`config.mk`:
```
export PLATFORM = sky130hd
export DESIGN_NAME = math_func_dispatch_flat
export DESIGN_NICKNAME = d
export VERILOG_FILES = /design/src/rtl/math_func_dispatch_if.sv /design/src/rtl/math_func_dispatch.sv /design/src/flat_wrapper.sv
export SDC_FILE = /design/constraint.sdc
export NUM_CORES = 1
export LEC_CHECK = 0
export CAP_MARGIN = 20
export CORE_MARGIN = 1
export CORE_UTILIZATION = 57
export CTS_BUF_LIST = sky130_fd_sc_hd__clkbuf_8
export CTS_CLUSTER_SIZE = 12
export DETAILED_ROUTE_END_ITERATION = 7
export GPL_TIMING_DRIVEN = 0
export PLACE_DENSITY = 0.87
export SLEW_MARGIN = 15
export SYNTH_ARGS = -nofsm -noshare
export SYNTH_HDL_FRONTEND = slang
export SYNTH_SLANG_ARGS = --single-unit
export TNS_END_PERCENT = 30
```
`constraint.sdc`:
```
create_clock -name clk -period 4.2 [get_ports clk]
set_input_delay 0.84 -clock clk [delete_from_list [all_inputs] [get_ports clk]]
set_output_delay 0.84 -clock clk [all_outputs]
set_load 0.02 [all_outputs]
```
`src/rtl/math_func_dispatch_if.sv`:
```
`default_nettype none
// ============================================================================
// Module      : math_func_dispatch_if
// Description : Command, result and engine-side signals of math_func_dispatch.
// Revision    : 1.0
// ============================================================================
interface math_func_dispatch_if #(
    parameter int XW    = 16,
    parameter int RW    = 18,
    parameter int DEPTH = 4
);
    localparam int C_LW = $clog2(DEPTH) + 1;

    logic            in_valid;
    logic            in_ready;
    logic [1:0]      in_mode;
    logic [XW-1:0]   in_x;
    logic            out_valid;
    logic            out_ready;
    logic [1:0]      out_mode;
    logic [RW-1:0]   out_result;
    logic            out_err;
    logic [C_LW-1:0] fifo_level;
    logic            ea_start;
    logic [1:0]      ea_mode;
    logic [XW-1:0]   ea_x;
    logic            ea_done;
    logic [RW-1:0]   ea_result;
    logic            eb_start;
    logic [XW-1:0]   eb_x;
    logic            eb_done;
    logic [RW-1:0]   eb_result;

    modport slave (
        input  in_valid, in_mode, in_x, out_ready,
               ea_done, ea_result, eb_done, eb_result,
        output in_ready, out_valid, out_mode, out_result, out_err, fifo_level,
               ea_start, ea_mode, ea_x, eb_start, eb_x
    );

    modport master (
        output in_valid, in_mode, in_x, out_ready,
               ea_done, ea_result, eb_done, eb_result,
        input  in_ready, out_valid, out_mode, out_result, out_err, fifo_level,
               ea_start, ea_mode, ea_x, eb_start, eb_x
    );
endinterface
`default_nettype wire

```
`src/rtl/math_func_dispatch.sv`:
```
`default_nettype none
// ============================================================================
// Module      : math_func_dispatch
// Description : Queued command front end dispatching to sin/cos/exp or ln(1+x)
//               engines, with registered result hold and engine timeout.
// Revision    : 1.0
// ============================================================================
module math_func_dispatch #(
    parameter int XW      = 16,
    parameter int RW      = 18,
    parameter int DEPTH   = 4,
    parameter int TIMEOUT = 255
) (
    input  wire logic           clk,
    input  wire logic           rst_n,
    math_func_dispatch_if.slave bus
);
    localparam int              C_AW      = $clog2(DEPTH);
    localparam int              C_LW      = C_AW + 1;
    localparam int              C_CW      = 16;
    localparam logic [C_CW-1:0] C_TO_LAST = C_CW'(TIMEOUT - 1);
    localparam logic [1:0]      C_MODE_B  = 2'd3;

    typedef enum logic [1:0] {
        S_IDLE  = 2'd0,
        S_ISSUE = 2'd1,
        S_WAIT  = 2'd2,
        S_HOLD  = 2'd3
    } state_t;

    logic [1:0]      mode_mem_q [DEPTH];
    logic [XW-1:0]   x_mem_q    [DEPTH];
    logic [C_AW-1:0] wr_ptr_q, wr_ptr_d;
    logic [C_AW-1:0] rd_ptr_q, rd_ptr_d;
    logic [C_LW-1:0] level_q, level_d;

    state_t          state_q;
    logic [1:0]      cmd_mode_q;
    logic [XW-1:0]   cmd_x_q;
    logic [C_CW-1:0] cnt_q;
    logic            ea_start_q, eb_start_q;
    logic            out_valid_q, out_err_q;
    logic [1:0]      out_mode_q;
    logic [RW-1:0]   out_result_q;

    logic            w_full, w_empty, w_push, w_pop;
    logic [1:0]      w_head_mode;
    logic [XW-1:0]   w_head_x;
    logic            w_sel_done;
    logic [RW-1:0]   w_sel_result;

    assign w_full       = (level_q == C_LW'(DEPTH));
    assign w_empty      = (level_q == '0);
    assign w_push       = bus.in_valid && !w_full;
    assign w_pop        = (state_q == S_IDLE) && !w_empty;
    assign w_head_mode  = mode_mem_q[rd_ptr_q];
    assign w_head_x     = x_mem_q[rd_ptr_q];
    // Only the engine owning the current command is listened to.
    assign w_sel_done   = (cmd_mode_q == C_MODE_B) ? bus.eb_done   : bus.ea_done;
    assign w_sel_result = (cmd_mode_q == C_MODE_B) ? bus.eb_result : bus.ea_result;

    always_comb begin
        wr_ptr_d = w_push ? wr_ptr_q + C_AW'(1) : wr_ptr_q;
        rd_ptr_d = w_pop  ? rd_ptr_q + C_AW'(1) : rd_ptr_q;
        level_d  = level_q;
        if (w_push && !w_pop) begin
            level_d = level_q + C_LW'(1);
        end else if (!w_push && w_pop) begin
            level_d = level_q - C_LW'(1);
        end
    end

    always_ff @(posedge clk) begin
        if (w_push) begin
            mode_mem_q[wr_ptr_q] <= bus.in_mode;
            x_mem_q[wr_ptr_q]    <= bus.in_x;
        end
    end

    always_ff @(posedge clk or negedge rst_n) begin
        if (!rst_n) begin
            wr_ptr_q <= '0;
            rd_ptr_q <= '0;
            level_q  <= '0;
        end else begin
            wr_ptr_q <= wr_ptr_d;
            rd_ptr_q <= rd_ptr_d;
            level_q  <= level_d;
        end
    end

    always_ff @(posedge clk or negedge rst_n) begin
        if (!rst_n) begin
            state_q      <= S_IDLE;
            cmd_mode_q   <= '0;
            cmd_x_q      <= '0;
            cnt_q        <= '0;
            ea_start_q   <= 1'b0;
            eb_start_q   <= 1'b0;
            out_valid_q  <= 1'b0;
            out_err_q    <= 1'b0;
            out_mode_q   <= '0;
            out_result_q <= '0;
        end else begin
            ea_start_q <= 1'b0;
            eb_start_q <= 1'b0;
            case (state_q)
                S_IDLE: begin
                    if (!w_empty) begin
                        cmd_mode_q <= w_head_mode;
                        cmd_x_q    <= w_head_x;
                        // Start pulse is registered so it lines up with the ISSUE cycle.
                        ea_start_q <= (w_head_mode != C_MODE_B);
                        eb_start_q <= (w_head_mode == C_MODE_B);
                        state_q    <= S_ISSUE;
                    end
                end
                S_ISSUE: begin
                    cnt_q   <= '0;
                    state_q <= S_WAIT;
                end
                S_WAIT: begin
                    if (w_sel_done) begin
                        out_result_q <= w_sel_result;
                        out_err_q    <= 1'b0;
                        out_mode_q   <= cmd_mode_q;
                        out_valid_q  <= 1'b1;
                        state_q      <= S_HOLD;
                    end else if (cnt_q == C_TO_LAST) begin
                        out_result_q <= '0;
                        out_err_q    <= 1'b1;
                        out_mode_q   <= cmd_mode_q;
                        out_valid_q  <= 1'b1;
                        state_q      <= S_HOLD;
                    end else begin
                        cnt_q <= cnt_q + C_CW'(1);
                    end
                end
                S_HOLD: begin
                    if (bus.out_ready) begin
                        out_valid_q <= 1'b0;
                        state_q     <= S_IDLE;
                    end
                end
                default: state_q <= S_IDLE;
            endcase
        end
    end

    assign bus.in_ready   = !w_full;
    assign bus.fifo_level = level_q;
    assign bus.out_valid  = out_valid_q;
    assign bus.out_mode   = out_mode_q;
    assign bus.out_result = out_result_q;
    assign bus.out_err    = out_err_q;
    assign bus.ea_start   = ea_start_q;
    assign bus.ea_mode    = cmd_mode_q;
    assign bus.ea_x       = cmd_x_q;
    assign bus.eb_start   = eb_start_q;
    assign bus.eb_x       = cmd_x_q;

endmodule
`default_nettype wire
```
`src/flat_wrapper.sv`:
```
// flat-port wrapper written by rule: the top's interface ports become plain ports
module math_func_dispatch_flat 
#(
    parameter int XW      = 16,
    parameter int RW      = 18,
    parameter int DEPTH   = 4,
    parameter int TIMEOUT = 255
)
  (clk, rst_n, bus_in_valid, bus_in_mode, bus_in_x, bus_out_ready, bus_ea_done, bus_ea_result, bus_eb_done, bus_eb_result, bus_in_ready, bus_out_valid, bus_out_mode, bus_out_result, bus_out_err, bus_fifo_level, bus_ea_start, bus_ea_mode, bus_ea_x, bus_eb_start, bus_eb_x);
  math_func_dispatch_if #(.XW(XW), .RW(RW), .DEPTH(DEPTH)) bus_i ();
  input  wire logic clk;
  input  wire logic rst_n;
  input wire logic [$bits(bus_i.in_valid)-1:0] bus_in_valid;
  input wire logic [$bits(bus_i.in_mode)-1:0] bus_in_mode;
  input wire logic [$bits(bus_i.in_x)-1:0] bus_in_x;
  input wire logic [$bits(bus_i.out_ready)-1:0] bus_out_ready;
  input wire logic [$bits(bus_i.ea_done)-1:0] bus_ea_done;
  input wire logic [$bits(bus_i.ea_result)-1:0] bus_ea_result;
  input wire logic [$bits(bus_i.eb_done)-1:0] bus_eb_done;
  input wire logic [$bits(bus_i.eb_result)-1:0] bus_eb_result;
  output wire logic [$bits(bus_i.in_ready)-1:0] bus_in_ready;
  output wire logic [$bits(bus_i.out_valid)-1:0] bus_out_valid;
  output wire logic [$bits(bus_i.out_mode)-1:0] bus_out_mode;
  output wire logic [$bits(bus_i.out_result)-1:0] bus_out_result;
  output wire logic [$bits(bus_i.out_err)-1:0] bus_out_err;
  output wire logic [$bits(bus_i.fifo_level)-1:0] bus_fifo_level;
  output wire logic [$bits(bus_i.ea_start)-1:0] bus_ea_start;
  output wire logic [$bits(bus_i.ea_mode)-1:0] bus_ea_mode;
  output wire logic [$bits(bus_i.ea_x)-1:0] bus_ea_x;
  output wire logic [$bits(bus_i.eb_start)-1:0] bus_eb_start;
  output wire logic [$bits(bus_i.eb_x)-1:0] bus_eb_x;
  assign bus_i.in_valid = bus_in_valid;
  assign bus_i.in_mode = bus_in_mode;
  assign bus_i.in_x = bus_in_x;
  assign bus_i.out_ready = bus_out_ready;
  assign bus_i.ea_done = bus_ea_done;
  assign bus_i.ea_result = bus_ea_result;
  assign bus_i.eb_done = bus_eb_done;
  assign bus_i.eb_result = bus_eb_result;
  assign bus_in_ready = bus_i.in_ready;
  assign bus_out_valid = bus_i.out_valid;
  assign bus_out_mode = bus_i.out_mode;
  assign bus_out_result = bus_i.out_result;
  assign bus_out_err = bus_i.out_err;
  assign bus_fifo_level = bus_i.fifo_level;
  assign bus_ea_start = bus_i.ea_start;
  assign bus_ea_mode = bus_i.ea_mode;
  assign bus_ea_x = bus_i.ea_x;
  assign bus_eb_start = bus_i.eb_start;
  assign bus_eb_x = bus_i.eb_x;
  math_func_dispatch #(.XW(XW), .RW(RW), .DEPTH(DEPTH), .TIMEOUT(TIMEOUT)) u_core (.clk(clk), .rst_n(rst_n), .bus(bus_i));
endmodule
```
==> impl_results.md, run 1 <==
- Top FF cell, synth: edfxtp_1
- CTS Buf Count: 17
- Final #Nets: around 600
- Starting Density: between 50% and 60%
- I/O pin cnt: 122
- Startpoint types: flop
- FF-to-FF setup slack: between 1.5 and 2 ns
- Final min period: about 2.6 ns
- Crit path buffers/inverters: 1
- I/O Buffers: approximately 120
- H-tree Lvls: 4
- CTS max path bufs: 2
- Crit path max fanout: 6
- Area Growth Syn to Fin: 29.7%
- Largest net degree at the start of global routing: between 40 and 50
- Vias: 3,779
- Root buffer cell: clkbuf_8
- Worst-skew pair later-pin latency: approximately 0.44 ns
- Max cap viols: 0
- Peak Freq: between 300 and 400 MHz
- Sequential share of the synthesized area: between 60% and 70%
- First-pass DRT Iterations: 4
- Grt total ovfl: 0
- Reg2reg end: u_core.bus.fifo_level[2]
- Final setup fails: 0
- Cts repair resizes: 0
- Post-synthesis cell type count: 46
- Power per cell area: between 700 and 800 nW/um2
- Drc violations: 0
- Overall global routing resource usage: about a quarter
- Critical Path AT: 1.72 ns
- Clock sink total: approximately 140
- Worst R2R Path Depth: 9
- Vias in the first global route: just under 4k
- Crit-path cells: nor2_1 > nand2_1 > clkdlybuf4s50_1
- Tightest Hold Check Type: in -> async
- ANT cells: 0
- Chip height: 104 um
- Crit path largest cell delay: just over 0.6 ns
- Clk_skew: just over 0.01 ns
- EDFF count, synth: slightly above 70
- Slew margin rel.: around a third
- Post-synth ARST share: 48.2%
- 1st-iter DRT viols: around 120
- Ys Warns: 0
- TritonCTS clock tree: yes
- Crit. End Element: output pin
- Crit Path Category: reg -> out
- Top cells by count, synth: edfxtp_1, dfrtp_1, mux2_2
- Synth area leader: edfxtp_1
- Detailed-placement wirelength estimate: between 8000 and 9000 um
- First-pass GRT wire length: 19,700 um
- Wire per inst: approximately 18 um
- Core Footprint: about 10,000 um2
- Chip width: approximately 100 um
- Slowest-stage cell, CP: clkdlybuf4s50_1
- Fraction of layout cells with a size suffix above 1: 20.0%
- Max rail drop VDD: between 0.0004 and 0.0005 V
- Syn Std Cell Area: between 5000 and 6000 um2
- Final core occ: ~76%
- RD Place Congestion: around 0.82
- Req. time, crit path: ~3.4 ns
- Setup TNS: 0 ns
- DIE AREA: between 10,000 and 15,000 um2
- Hold-fix buffers, CTS: 0
- Via/cell ratio: around 5.6
- Final wirelength: roughly 12,000 um
- RSZ-0062 raised after global routing: no
- Mapped Cells: 390
- Cell family with most CP delay: buffers and inverters
- Rows: 37
- Slew Limit Fails: 0
- Final Hold Viols: 0
- Most common cell in the netlist: edfxtp_1
- Average cell area after synthesis: between 15 and 20 um2
- Synth top area share: 36.2%
- Multi-input logic area: ~1900 um2
- Outcome: finished, final reports clean
- Leakage power: 3.07 nW
- Reg clk slew, reported paths: about 0.08 ns
- Worst-margin pin slew: between 0.9 and 1 ns
- Post-Syn Nets: ~460
- FILL cells: 658
- Total Power: ~0.0056 W
- Antenna viol nets, final: 0
- Initial antenna violation count: 0
- Reg2reg start: u_core.bus.fifo_level[0]
- Reg area: around 3800 um2
- Synth top area cells: edfxtp_1, dfrtp_1, mux4_2
- Synthesized flop and latch total: ~140
- Number of setup buffers added after CTS: 0
- Final period util: approximately three fifths
-- worst max path at each step --
| stage | from | to | slack, ns | depth (start not counted) |
|---|---|---|---|---|
| detailed placement | bus_in_valid | u_core.bus.fifo_level[2] | 1.33 | 8 |
| CTS | u_core.bus.fifo_level[0] | bus_in_ready | 1.60 | 3 |
| finish | u_core.bus.fifo_level[0] | bus_in_ready | 1.64 | 3 |
| floorplan | u_core.bus.fifo_level[0] | u_core.bus.fifo_level[2] | 1.99 | 9 |
| global placement | rst_n | u_core.bus.ea_x[11] | 0.03 | 1 |
| global route | u_core.bus.fifo_level[0] | u_core.bus.fifo_level[2] | 1.45 | 9 |
-- report_power, final --
| part | total [W] | internal [W] | switching, W |
|---|---|---|---|
| sequential | 0.00207 | 0.00184 | 0.000227 |
| clock | 0.00102 | 0.000477 | 0.000542 |
| combinational | 0.00256 | 0.00130 | 0.00126 |
| total | 0.00565 | 0.00362 | 0.00203 |
-- logic make-up after synthesis --
kind of cell	count (synthesis)	synth area share (%)
AOI/OAI and AO/OA	59	6.82
xor gates and xnor gates	6	0.879
adders and majority gates	12	2.64
buffers and inverters	43	4.40
DFF	139	64.2
muxes	60	14.3
and+or+nand+nor	71	6.78
-- placed cells by master, fill, tap and decap left out, types with 5 or more instances in the layout --
cell	count
a21oi_1	6
and3_1	10
buf_2	9
buf_4	17
clkbuf_8	17
clkdlybuf4s50_1	120
clkinvlp_4	5
dfrtp_1	67
edfxtp_1	72
ha_1	11
inv_1	12
inv_6	5
mux2_2	22
mux2i_1	20
mux4_2	18
nand2_1	17
nand3_1	5
nand4_1	5
nor2_1	16
o21ai_0	21
o2bb2ai_1	18
-- layout make-up --
| cell class | count | share of cell area [%] |
|---|---|---|
| timing repair buffer | 122 | 15.9 |
| clock inverter | 15 | 1.81 |
| tap | 136 | 2.20 |
| multi-input combinational | 208 | 24.2 |
| inverter | 11 | 0.533 |
| clock buffer | 17 | 3.02 |
| buffer | 32 | 2.86 |
| sequential | 139 | 49.5 |
-- stage by stage --
step | hold WS (ns) | instance area [um2] | instances | worst slack [ns]
finish | 0.320 | 7750 | 680 | 1.64
global route | 0.319 | 7750 | 680 | 1.45
CTS | 0.302 | 7750 | 680 | 1.60
detailed placement | 0.474 | 7380 | 648 | 1.33
global placement | 0.471 | 7360 | 647 | 0.0314
floorplan | 0.464 | 5980 | 390 | 1.99
-- sequential cells by signal, summed over array words and instances, names as in the netlist, 2 cells and up --
signal and count:
u_core.bus.ea_mode 2, u_core.bus.fifo_level 3, u_core.wr_ptr_q 2, u_core.rd_ptr_q 2
u_core.cnt_q 16, u_core.mode_mem_q 8, u_core.state_q 2, u_core.x_mem_q 64
u_core.bus.ea_x 16, u_core.bus.out_mode 2, u_core.bus.out_result 18
-- metal layers --
| layer | part of all wire (%) | wire length [um] | GRT usage, % |
|---|---|---|---|
| met5 | 0 | 0 | 0 |
| met4 | 1.0 | 122 | 7.96 |
| met3 | 4.3 | 533 | 5.70 |
| met2 | 53 | 6510 | 42.2 |
| met1 | 42 | 5090 | 29.2 |
No activity file was read; power rests on OpenSTA's default activity.
==> inputs of run 2 (changes only) <==
- CORE_UTILIZATION: 57 -> 53
- PLACE_DENSITY: 0.87 -> 0.82
- clock period: 4.2 -> 2.7 ns (I/O delays scaled with it)
==> impl_results.md, run 2 (synthesis gave the netlist of run 1 again) <==
- Placed Instances: 652 (+0.62%)
- Final setup fails: 0 (unchanged)
- Most common cell after layout, fill and taps aside: clkdlybuf4s50_1
- Area Growth Syn to Fin: 29.9%
- Detailed-placement wirelength estimate: 8200 um (-3.5%)
- Vias: 3,772 (-0.19%)
- Most frequent cells in the layout: clkdlybuf4s50_1, edfxtp_1, dfrtp_1, mux2_2, o21ai_0
- Worst-margin pin slew: 0.998 ns (+0.000404 ns)
- Chip height: 108 um (+3.6%)
- Clock sink total: 139 (unchanged)
- Largest net degree at the start of global routing: 52 (+24%)
- Drc violations: 0 (unchanged)
- Number of flip-flops in the largest register: 64 (unchanged)
- RD Place Congestion: 0.845 (+3.3%)
- CTS Buf Count: 17 (unchanged)
- Reg clk slew, reported paths: 0.08 ns (about the same)
- Root buffer cell: clkbuf_8
- Pre-CTS WS: 0.116 ns (-1.22 ns)
- Crit-path cells: nor3_1 > nand2b_1 > buf_2 > ha_1 > inv_1 > fa_1 > xor2_1 > nor2_1 > xor2_1
- 1st-iter DRT viols: 109 (-12%)
- Rows: 38 (+2.7%)
- Max rail drop VDD: 0.000658 V (+60%)
- Clk_skew: 0.0132 ns (+0.00298 ns)
- ANT cells: 0 (unchanged)
- Critical Path AT: 2.90 ns (+1.18 ns)
- Final hold slack: 0.488 ns (+0.168 ns)
- Crit. End Element: flop
- Grt total ovfl: 0 (unchanged)
- Via/cell ratio: 5.51 (-0.91%)
- Hold-fix buffers, CTS: 1 (+1)
- Req. time, crit path: 3.05 ns (-0.31 ns)
- Antenna viol nets, final: 0 (unchanged)
- H-tree Lvls: 4 (unchanged)
- DIE AREA: 11,700 um2 (+7.4%)
- Tightest Hold Check Type: reg -> reg
- Vias in the first global route: 3,901 (-2.0%)
- Leakage power: 3.08 nW (+0.37%)
- Final Hold Viols: 0 (unchanged)
- Layout Cells excl Fill: 685 (+0.74%)
- Fraction of layout cells with a size suffix above 1: 20.0% (-0.037 points)
- Final min period: between 2 and 3 ns
- Crit path largest cell delay: 0.46 ns (-0.16 ns)
- Final wirelength: 12,000 um (-2.3%)
- Final core occ: 71.0% (-4.8 points)
- Cts repair resizes: 0 (unchanged)
- Initial antenna violation count: 0 (unchanged)
- CTS max path bufs: 2 (unchanged)
- Slew Limit Fails: 0 (unchanged)
- Most common cell on crit path: xor2_1
- TritonCTS clock tree: yes
- Crit Path Category: reg -> reg
- Overall global routing resource usage: 22.1% (-2.0 points)
- Largest reg by FF count: u_core.x_mem_q
- Final #Nets: 604 (+0.17%)
- Worst setup margin: 0.155 ns (-1.48 ns)
- I/O pin cnt: 122 (unchanged)
- Crit path max fanout: 10 (+4)
- I/O Buffers: 121 (unchanged)
- Slew margin rel.: 33.5% (about the same)
- First-pass GRT wire length: 19,200 um (-2.7%)
- Final period util: 94.3%
- Starting Density: 54.7% (-3.8 points)
- Max cap viols: 0 (unchanged)
- Crit path buffers/inverters: 2 (+1)
- Power per cell area: 1120 nW/um2 (+54%)
- Core Footprint: 10,900 um2 (+6.9%)
- Peak Freq: 393 MHz
- First-pass DRT Iterations: 5 (+1)
- Startpoint types: flop
- Cell family with most CP delay: simple AND/OR/NAND/NOR gates
- Outcome: finished, final reports clean
- Slowest-stage cell, CP: dfrtp_1
- Worst-skew pair later-pin latency: 0.43 ns (about the same)
- Chip width: 108 um (+3.6%)
- RSZ-0062 raised after global routing: no
- Total Power: 0.00873 W (+55%)
- Number of setup buffers added after CTS: 0 (unchanged)
- Wire per inst: 17.5 um (-3.0%)
[run 2: power breakdown]
part           switching, W  total, W  internal, W
sequential         0.000334   0.00320      0.00287
clock              0.000875   0.00155     0.000671
combinational       0.00196   0.00398      0.00202
total               0.00317   0.00873      0.00556
[run 2: area by class of cell]
| type | count | area (um2) |
|---|---|---|
| Multi-Input combinational cell | 208 | 1880 |
| Tap cell | 140 | 175 |
| Fill cell | 762 | 3170 |
| Buffer | 32 | 221 |
| Sequential cell | 139 | 3840 |
| Clock inverter | 15 | 130 |
| Inverter | 11 | 41.3 |
| Clock buffer | 17 | 234 |
| Timing Repair Buffer | 123 | 1250 |
[run 2: path summary, 6_finish.rpt]
| check | from | to | slack [ns] | cells after the start |
|---|---|---|---|---|
| max | u_core.bus.fifo_level[0] | u_core.bus.fifo_level[2] | 0.16 | 9 |
| min | u_core.bus.out_result[10] | u_core.bus.out_result[10] | 0.49 | 1 |
| max reg2reg | u_core.bus.fifo_level[0] | u_core.bus.fifo_level[2] | 0.16 | 9 |
| min reg2reg | u_core.bus.out_result[10] | u_core.bus.out_result[10] | 0.49 | 1 |
| max in group asynchronous | rst_n | u_core.state_q[1] | 1.65 | 3 |
| min in group asynchronous | rst_n | u_core.cnt_q[10] | 0.53 | 2 |
[run 2: layer usage]
| layer | global-route usage [%] | vias up | share of wire, % | routed length [um] |
|---|---|---|---|---|
| met5 | 0 | - | 0 | 0 |
| met4 | 8.51 | 0 | 1.4 | 162 |
| met3 | 5.61 | 16 | 5.8 | 700 |
| met2 | 38.1 | 126 | 52 | 6250 |
| met1 | 26.6 | 1883 | 41 | 4860 |
| li1 | - | 1747 | - | - |
[run 2: per-stage QoR]
| stage | area [um2] | setup TNS [ns] |
|---|---|---|
| after floorplan | 5980 | 0 |
| after global placement | 7360 | -79.30 |
| after detailed placement | 7390 | 0 |
| after CTS | 7760 | 0 |
| after global routing | 7760 | 0 |
| final | 7760 | 0 |
[run 2: worst reg2reg max path, delay by kind of cell, from the launching register on]
family                     cells  cell delay (ns)
and+or+nand+nor                3             0.72
adders and majority gates      2             0.61
DFF                            1             0.46
buffers and inverters          2             0.37
xor gates and xnor gates       2             0.33
==> inputs of run 3 (changes only) <==
==> constraint.sdc (replaced) <==
create_clock -name clk -period 2.7 [get_ports clk]
set_input_delay 0.81 -clock clk [delete_from_list [all_inputs] [get_ports clk]]
set_output_delay 0.81 -clock clk [all_outputs]
set_load 0.02 [all_outputs]
==> impl_results.md, run 3 (synthesis gave the netlist of run 1 again) <==
- Reg clk slew, reported paths: 0.08 ns (about the same)
- Wire per inst: 17.4 um (-0.36%)
- Crit path buffers/inverters: 2 (unchanged)
- Final core occ: 70.9% (-0.091 points)
- Crit Path Category: reg -> reg
- Rows: 38 (unchanged)
- Detailed-placement wirelength estimate: 8200 um (unchanged)
- Final setup fails: 0 (unchanged)
- Max cap viols: 0 (unchanged)
- Crit. End Element: flop
- I/O Buffers: 121 (unchanged)
- Root buffer cell: clkbuf_8
- Clk_skew: 0.0137 ns (+0.000456 ns)
- Vias in the first global route: 3,889 (-0.31%)
- Area Growth Syn to Fin: 29.7%
- RD Place Congestion: 0.845 (unchanged)
- Critical Path AT: 2.89 ns (about the same)
- 1st-iter DRT viols: 101 (-7.3%)
- Tightest Hold Check Type: in -> async
- Initial antenna violation count: 0 (unchanged)
- Final period util: 94.1% (-0.21 points)
- Slew Limit Fails: 0 (unchanged)
- Number of setup buffers added after CTS: 0 (unchanged)
- Chip height: 108 um (unchanged)
- Final #Nets: 603 (-0.17%)
- Placed Instances: 652 (unchanged)
- Chip width: 108 um (unchanged)
- DIE AREA: 11,700 um2 (unchanged)
- Starting Density: 54.7% (unchanged)
- Leakage power: 3.07 nW (-0.14%)
- CTS max path bufs: 2 (unchanged)
- Final wirelength: 11,900 um (-0.51%)
- H-tree Lvls: 4 (unchanged)
- Cell family with most CP delay: simple AND/OR/NAND/NOR gates
- Worst-skew pair later-pin latency: 0.44 ns (about the same)
- Slowest-stage cell, CP: dfrtp_1
- Most common cell after layout, fill and taps aside: clkdlybuf4s50_1
- Slew margin rel.: 33.8% (+0.29 points)
- Design Area, Final: 7750 um2 (-0.13%)
- I/O pin cnt: 122 (unchanged)
- Most frequent cells in the layout: clkdlybuf4s50_1, edfxtp_1, dfrtp_1, mux2_2, o21ai_0
- TritonCTS clock tree: yes
- Crit path largest cell delay: 0.46 ns (about the same)
- Most common cell on crit path: xor2_1
- CTS Buf Count: 17 (unchanged)
- Crit path max fanout: 10 (unchanged)
- Vias: 3,780 (+0.21%)
- Outcome: finished, final reports clean
- Worst R2R Path Depth: 9 (unchanged)
- Peak Freq: 394 MHz (+0.22%)
- Drc violations: 0 (unchanged)
- Overall global routing resource usage: 22.1% (-0.027 points)
- Via/cell ratio: 5.53 (+0.36%)
- First-pass GRT wire length: 19,200 um (-0.14%)
- Crit-path cells: nor3_1 > nand2b_1 > buf_2 > ha_1 > inv_1 > fa_1 > xor2_1 > nor2_1 > xor2_1
- Placed Area: 7390 um2 (unchanged)
- Layout Cells excl Fill: 684 (-0.15%)
- Final min period: 2.54 ns (-0.00554 ns)
- First-pass DRT Iterations: 4 (-1)
- Startpoint types: flop
- Largest reg by FF count: u_core.x_mem_q
- Req. time, crit path: 3.05 ns (about the same)
- Fraction of layout cells with a size suffix above 1: 20.0% (+0.037 points)
- Largest net degree at the start of global routing: 52 (unchanged)
- Grt total ovfl: 0 (unchanged)
- Worst-margin pin slew: 0.993 ns (-0.00429 ns)
- Max rail drop VDD: 0.000658 V (about the same)
- Number of flip-flops in the largest register: 64 (unchanged)
- Final Hold Viols: 0 (unchanged)
- Power per cell area: 1130 nW/um2 (about the same)
- Clock sink total: 139 (unchanged)
- Core Footprint: 10,900 um2 (unchanged)
- RSZ-0062 raised after global routing: no
- Hold-fix buffers, CTS: 0 (-1)
- Cts repair resizes: 0 (unchanged)
- Final hold slack: 0.236 ns (-0.252 ns)
- ANT cells: 0 (unchanged)
- Antenna viol nets, final: 0 (unchanged)
- Critical Path Stages: 9 (unchanged)
run 3: changes by cell type in the layout (fill, tap and decap cells not counted), sizes merged:
cell         before  now
dlygate4sd3       1    0
run 3: power breakdown:
group,total (W),switching (W),internal [W]
Clock,0.00155,0.000877,0.000671
Combinational,0.00398,0.00196,0.00202
Sequential,0.00320,0.000333,0.00287
Total,0.00873,0.00317,0.00556
run 3: worst register-to-register path: cells and delay by family (launching register included):
family	cells	cell delay, ns
XOR/XNOR	2	0.33
buffers and inverters	2	0.37
flip-flops	1	0.46
adder cells (fa/ha/maj)	2	0.61
AND/OR/NAND/NOR	3	0.71
run 3: final timing paths:
path	start	end	slack, ns
worst max-delay path	u_core.bus.fifo_level[0]	u_core.bus.fifo_level[2]	0.16
worst min-delay path	rst_n	u_core.cnt_q[10]	0.24
worst max register to register	u_core.bus.fifo_level[0]	u_core.bus.fifo_level[2]	0.16
worst min register to register	u_core.bus.out_result[10]	u_core.bus.out_result[10]	0.49
max in group asynchronous	rst_n	u_core.state_q[0]	1.94
min in group clk	u_core.bus.out_result[10]	u_core.bus.out_result[10]	0.49
run 3: metal layers:
layer	routed length [um]	share of wire (%)	global-route usage, %	vias up
met5	0	0	0	-
met4	195	1.6	8.51	0
met3	685	5.7	5.61	20
met2	6200	52	38.0	128
met1	4830	41	26.6	1886
li1	-	-	-	1746
run 3: area by class of cell:
| class | count | area, um2 |
|---|---|---|
| flip-flops and latches | 139 | 3840 |
| fillers | 763 | 3180 |
| multi-input cells | 208 | 1880 |
| repair buffers | 122 | 1240 |
| clock buffers | 17 | 234 |
| plain buffers | 32 | 221 |
| well taps | 140 | 175 |
| clock inverters | 15 | 130 |
| inverters | 11 | 41.3 |
run 3: through the flow:
stage	power (W)	TNS (ns)	setup WS (ns)
2_1_floorplan	0.00570	0	0.495
6_report	0.00873	0	0.161
3_5_place_dp	0.00727	-0.0669	-0.0659
4_1_cts	0.00882	0	0.0818
3_3_place_gp	0.00709	-97.39	-1.46
5_1_grt	0.00922	0	0.0227
